File: config.mk
export PLATFORM = sky130hd
export DESIGN_NAME = fpu_issue_controller
export DESIGN_NICKNAME = d
export VERILOG_FILES = /design/src/rtl/fpu_issue_controller.sv
export SDC_FILE = /design/constraint.sdc
export NUM_CORES = 1
export LEC_CHECK = 0
export CAP_MARGIN = 10
export CORE_MARGIN = 2
export CORE_UTILIZATION = 56
export DETAILED_ROUTE_END_ITERATION = 8
export DONT_BUFFER_PORTS = 1
export GPL_TIMING_DRIVEN = 0
export PLACE_DENSITY = 0.74
export SLEW_MARGIN = 20
export SYNTH_ARGS = -nofsm -noshare
export SYNTH_HDL_FRONTEND = slang
export SYNTH_SLANG_ARGS = --single-unit
File: constraint.sdc
create_clock -name clk -period 3.1 [get_ports clk]
set_input_delay 0.155 -clock clk [delete_from_list [all_inputs] [get_ports clk]]
set_output_delay 0.155 -clock clk [all_outputs]
set_load 0.005 [all_outputs]
File: src/rtl/fpu_issue_controller.sv
// Issue controller for a FloatingPointUnit: queues decode requests in a FIFO and sends one op at a time to the FPU.
// Each result is sampled after FPU_LATENCY cycles and returned in request order; overflows also set a sticky flag.
module fpu_issue_controller #(
  parameter int DATA_WIDTH  = 32,
  parameter int FPU_LATENCY = 1,
  parameter int REQ_DEPTH   = 4
) (
  input  logic                  clk,
  input  logic                  rst,
  input  logic                  req_valid,
  output logic                  req_ready,
  input  logic [DATA_WIDTH-1:0] req_a,
  input  logic [DATA_WIDTH-1:0] req_b,
  input  logic [1:0]            req_op,
  output logic [DATA_WIDTH-1:0] fpu_a,
  output logic [DATA_WIDTH-1:0] fpu_b,
  output logic [1:0]            fpu_operation,
  input  logic [DATA_WIDTH-1:0] fpu_result,
  input  logic                  fpu_overflow,
  output logic                  rsp_valid,
  input  logic                  rsp_ready,
  output logic [DATA_WIDTH-1:0] rsp_result,
  output logic                  rsp_overflow,
  output logic                  flag_overflow_sticky,
  input  logic                  flag_clear,
  output logic                  busy
);

  localparam int AW = $clog2(REQ_DEPTH);
  localparam int EW = 2 * DATA_WIDTH + 2;
  localparam int CW = (FPU_LATENCY > 1) ? $clog2(FPU_LATENCY) : 1;
  localparam logic [CW-1:0] LAST_CNT = CW'(FPU_LATENCY - 1);

  localparam logic [1:0] S_IDLE = 2'd0;
  localparam logic [1:0] S_EXEC = 2'd1;
  localparam logic [1:0] S_RESP = 2'd2;

  logic [EW-1:0]         r_mem [REQ_DEPTH];
  logic [AW:0]           r_wr_ptr;
  logic [AW:0]           r_rd_ptr;
  logic [1:0]            r_state;
  logic [CW-1:0]         r_count;
  logic [DATA_WIDTH-1:0] r_op_a;
  logic [DATA_WIDTH-1:0] r_op_b;
  logic [1:0]            r_op_code;
  logic                  r_rsp_valid;
  logic [DATA_WIDTH-1:0] r_rsp_result;
  logic                  r_rsp_overflow;
  logic                  r_sticky;

  logic          w_empty;
  logic          w_full;
  logic          w_push;
  logic          w_pop;
  logic          w_rsp_hs;
  logic          w_capture;
  logic [EW-1:0] w_head;

  // The extra pointer MSB tells a full FIFO apart from an empty one.
  assign w_empty   = (r_wr_ptr == r_rd_ptr);
  assign w_full    = (r_wr_ptr[AW] != r_rd_ptr[AW]) && (r_wr_ptr[AW-1:0] == r_rd_ptr[AW-1:0]);
  assign w_push    = req_valid && !w_full;
  assign w_rsp_hs  = r_rsp_valid && rsp_ready;
  assign w_pop     = !w_empty && ((r_state == S_IDLE) || ((r_state == S_RESP) && w_rsp_hs));
  assign w_capture = (r_state == S_EXEC) && (r_count == LAST_CNT);
  assign w_head    = r_mem[r_rd_ptr[AW-1:0]];

  always_ff @(posedge clk) begin
    if (w_push) begin
      r_mem[r_wr_ptr[AW-1:0]] <= {req_op, req_b, req_a};
    end
  end

  always_ff @(posedge clk) begin
    if (rst) begin
      r_wr_ptr       <= '0;
      r_rd_ptr       <= '0;
      r_state        <= S_IDLE;
      r_count        <= '0;
      r_op_a         <= '0;
      r_op_b         <= '0;
      r_op_code      <= '0;
      r_rsp_valid    <= 1'b0;
      r_rsp_result   <= '0;
      r_rsp_overflow <= 1'b0;
      r_sticky       <= 1'b0;
    end else begin
      if (w_push) begin
        r_wr_ptr <= r_wr_ptr + 1'b1;
      end
      if (w_pop) begin
        r_rd_ptr  <= r_rd_ptr + 1'b1;
        r_op_a    <= w_head[DATA_WIDTH-1:0];
        r_op_b    <= w_head[2*DATA_WIDTH-1:DATA_WIDTH];
        r_op_code <= w_head[EW-1:2*DATA_WIDTH];
        r_count   <= '0;
      end

      case (r_state)
        S_IDLE: begin
          if (w_pop) begin
            r_state <= S_EXEC;
          end
        end
        S_EXEC: begin
          if (w_capture) begin
            r_rsp_result   <= fpu_result;
            r_rsp_overflow <= fpu_overflow;
            r_rsp_valid    <= 1'b1;
            r_state        <= S_RESP;
          end else begin
            r_count <= r_count + CW'(1);
          end
        end
        S_RESP: begin
          if (w_rsp_hs) begin
            r_rsp_valid <= 1'b0;
            r_state     <= w_pop ? S_EXEC : S_IDLE;
          end
        end
        default: r_state <= S_IDLE;
      endcase

      // A new overflow takes priority over a clear arriving in the same cycle.
      if (w_capture && fpu_overflow) begin
        r_sticky <= 1'b1;
      end else if (flag_clear) begin
        r_sticky <= 1'b0;
      end
    end
  end

  assign req_ready            = !w_full;
  assign fpu_a                = r_op_a;
  assign fpu_b                = r_op_b;
  assign fpu_operation        = r_op_code;
  assign rsp_valid            = r_rsp_valid;
  assign rsp_result           = r_rsp_result;
  assign rsp_overflow         = r_rsp_overflow;
  assign flag_overflow_sticky = r_sticky;
  assign busy                 = (r_state != S_IDLE) || !w_empty;

endmodule

==> reports/qor.csv <==
metric;value;unit
synth_fa_ha_area_share;0.4633;%
row_count;56;
p_leak;5.387;nW
antenna_left;0;
p_sw_share;28.91;%
pwr-share-comb;21.8;%
hold_start;rsp_ready;
hold_class;primary input to flop;
area_delta_synth_final;19.92;%
clk_pin_slew;0.06;ns
path_class;flop to flop;
clock.fmax;400.2;MHz
post-place-ws;0.5854;ns
vias;7455;
globalplace.congestion;0.8313;
timing.rr.start;r_rd_ptr[1];
grt_start_max_net_pins;42;
synthSimpleGateAreaFrac;6.477;%
powerDensity;848.0;nW/µm²
synthesis.nets;951;
finalSetupViolCount;0;
grt_pass1_wl;43.56;mm
power_frac_seq;47.4;%
drc;0;
p_switching;0.003970;W
viasPerCell;5.576;
hpwl;16.56;mm
dieHeight;159.3;µm
cts-root-buf;clkbuf_16;
grt_pass1_vias;7870;
crit_path_end_kind;flop;
drtPass1Iterations;5;
worst_pin_slew;0.8639;ns
synth_compound_area_share;4.401;%
synth_edf_count;264;
die_w;159.3;µm
crit_arrival;2.73;ns
grtUsageTotal;22.30;%
intPower;0.009762;W
ys_warn_count;0;
start_util;57.36;%
syn_area_per_cell;16.04;µm²
htree_levels;2;
fin_crit_sh;80.60;%
tritoncts;yes;
final_util;68.78;%
synth_cell_types;28;
seq_area_frac_synth;75.02;%
yosys-mux-area-fraction;11.08;%
drtIter0Drc;518;
maxCapViolCount;0;
skew;0.01804;ns
die-area;25370;µm²
wl_per_cell;21.27;µm
ir_drop;0.0006191;V
required;3.33;ns
rsz0062_at_grt;no;
outcome;finished clean;
grt_overflow_total;0;
slew_headroom;41.67;%
cts_buffer_depth;3;
drv_slew;0;
synth_xor_area_share;0.5652;%
final_common_cell;edfxtp_1;
drt_wl_total;28.43;mm
crit_start;r_rd_ptr[1];
layout-drive-gt1-share;15.45;%
syn_inst;842;
io_buffer_count;0;
cts.sinks;374;
worst_setup_path_start_kind;flop;
post_cts_resize_count;0;
coreArea;23540;µm²
antenna_found_initial;2;
fin_crit;2.499;ns
synthFlopType;edfxtp_1;
async_flop_share;0;%
hold_violations;0;
worst_slack;0.6014;ns
synth-seq-cells;374;
nets;1096;
final_cell_mix;edfxtp_1, nand2_1, dfxtp_1;
crit_fanout;40;
top_level_ports;207;
synth.cell_area;13500;µm²
p_clk_share;30.8;%
synth_top_family_by_area;multiplexers;
clk_latency;0.51;ns
cts-buffers-inserted;37;
logic make-up (layout without fill, tap and decap cells):
kind of cell | Yosys count | count (layout)
muxes | 67 | 67
and+or+nand+nor | 224 | 224
other | 0 | 2
AOI/OAI and AO/OA | 111 | 111
DFF | 374 | 374
buffers and inverters | 54 | 228
adders and majority gates | 5 | 5
xor gates and xnor gates | 7 | 7
stage by stage:
| stage | setup TNS, ns | power [W] | cell area (µm²) | hold slack (ns) | cells |
|---|---|---|---|---|---|
| 5_1_grt | 0 | 0.01440 | 16190 | 0.03063 | 1337 |
| 6_report | 0 | 0.01373 | 16190 | 0.03029 | 1337 |
| 3_5_place_dp | 0 | 0.009484 | 14010 | 0.2540 | 1165 |
| 2_1_floorplan | 0 | 0.008603 | 13500 | 0.2539 | 842 |
| 4_1_cts | 0 | 0.01385 | 16190 | 0.006512 | 1335 |
| 3_3_place_gp | -309.91 | 0.009412 | 13900 | 0.2540 | 1161 |
synthesized netlist by cell type, types with 2 or more instances:
cell	instances	area share, %
mux4_2	66	11
inv_1	5	0.14
and2_1	3	0.14
clkbuf_1	21	0.58
o21ai_0	2	0.074
dfxtp_1	110	16
edfxtp_1	264	59
buf_6	3	0.25
or3_1	2	0.093
xor2_2	2	0.24
buf_2	20	0.74
nand2_1	204	5.7
xnor2_1	3	0.19
buf_4	5	0.28
a21oi_1	104	3.9
ha_1	5	0.46
nor2_1	11	0.31
xor2_1	2	0.13
path summary, 6_finish.rpt:
path | slack, ns | to | cells after the start
worst max-delay path | 0.60 | r_mem[3][33] | 5
worst min-delay path | 0.03 | r_state[1] | 4
worst max register to register | 0.60 | r_mem[3][33] | 5
worst min register to register | 0.47 | fpu_b[14] | 2
timing repair:
action	4_1_cts	5_1_grt
hold buffers	102	0
hold endpoints to repair	299	0
setup buffers	0	0
worst max-delay path: stages, from the launching register on:
cell      delay [ns]
dfxtp_1         0.31
buf_2           0.17
xor2_2          0.23
o311ai_0        0.79
inv_4           0.37
buf_16          0.33
flip-flops by register name (all words and copies together), names as in the netlist:
| signal | flops |
|---|---|
| r_state | 2 |
| fpu_b | 32 |
| r_count | 1 |
| r_rd_ptr | 3 |
| rsp_valid | 1 |
| flag_overflow_sticky | 1 |
| fpu_operation | 2 |
| r_mem | 264 |
| rsp_overflow | 1 |
| rsp_result | 32 |
| fpu_a | 32 |
| r_wr_ptr | 3 |
metal layers:
metal | global-route usage (%) | wire length (µm) | vias to the layer above
met5 | 0 | 0 | -
met2 | 38.28 | 14290 | 294
met3 | 6.121 | 2321 | 55
met1 | 27.80 | 11140 | 3697
li1 | - | - | 3409
met4 | 7.107 | 685 | 0
cell type report:
type,count,area [µm²]
plain buffers,49,250.2
multi-input cells,414,3112
inverters,5,21.27
repair buffers,106,1124
well taps,319,399.1
clock buffers,61,1089
flip-flops and latches,374,10130
clock inverters,7,63.81
diodes,2,5.005
fillers,1543,7350
power groups by stage:
| stage | logic, W | clock network (W) | registers (W) |
|---|---|---|---|
| after detailed placement | 0.00286 | 0 | 0.00662 |
| after floorplan | 0.00215 | 0 | 0.00645 |
| after global routing | 0.00331 | 0.00451 | 0.00658 |
| after global placement | 0.00279 | 0 | 0.00662 |
| after CTS | 0.00302 | 0.00432 | 0.00652 |
| final | 0.00299 | 0.00423 | 0.00651 |
Note: power is estimated with default switching activity, not from simulation.
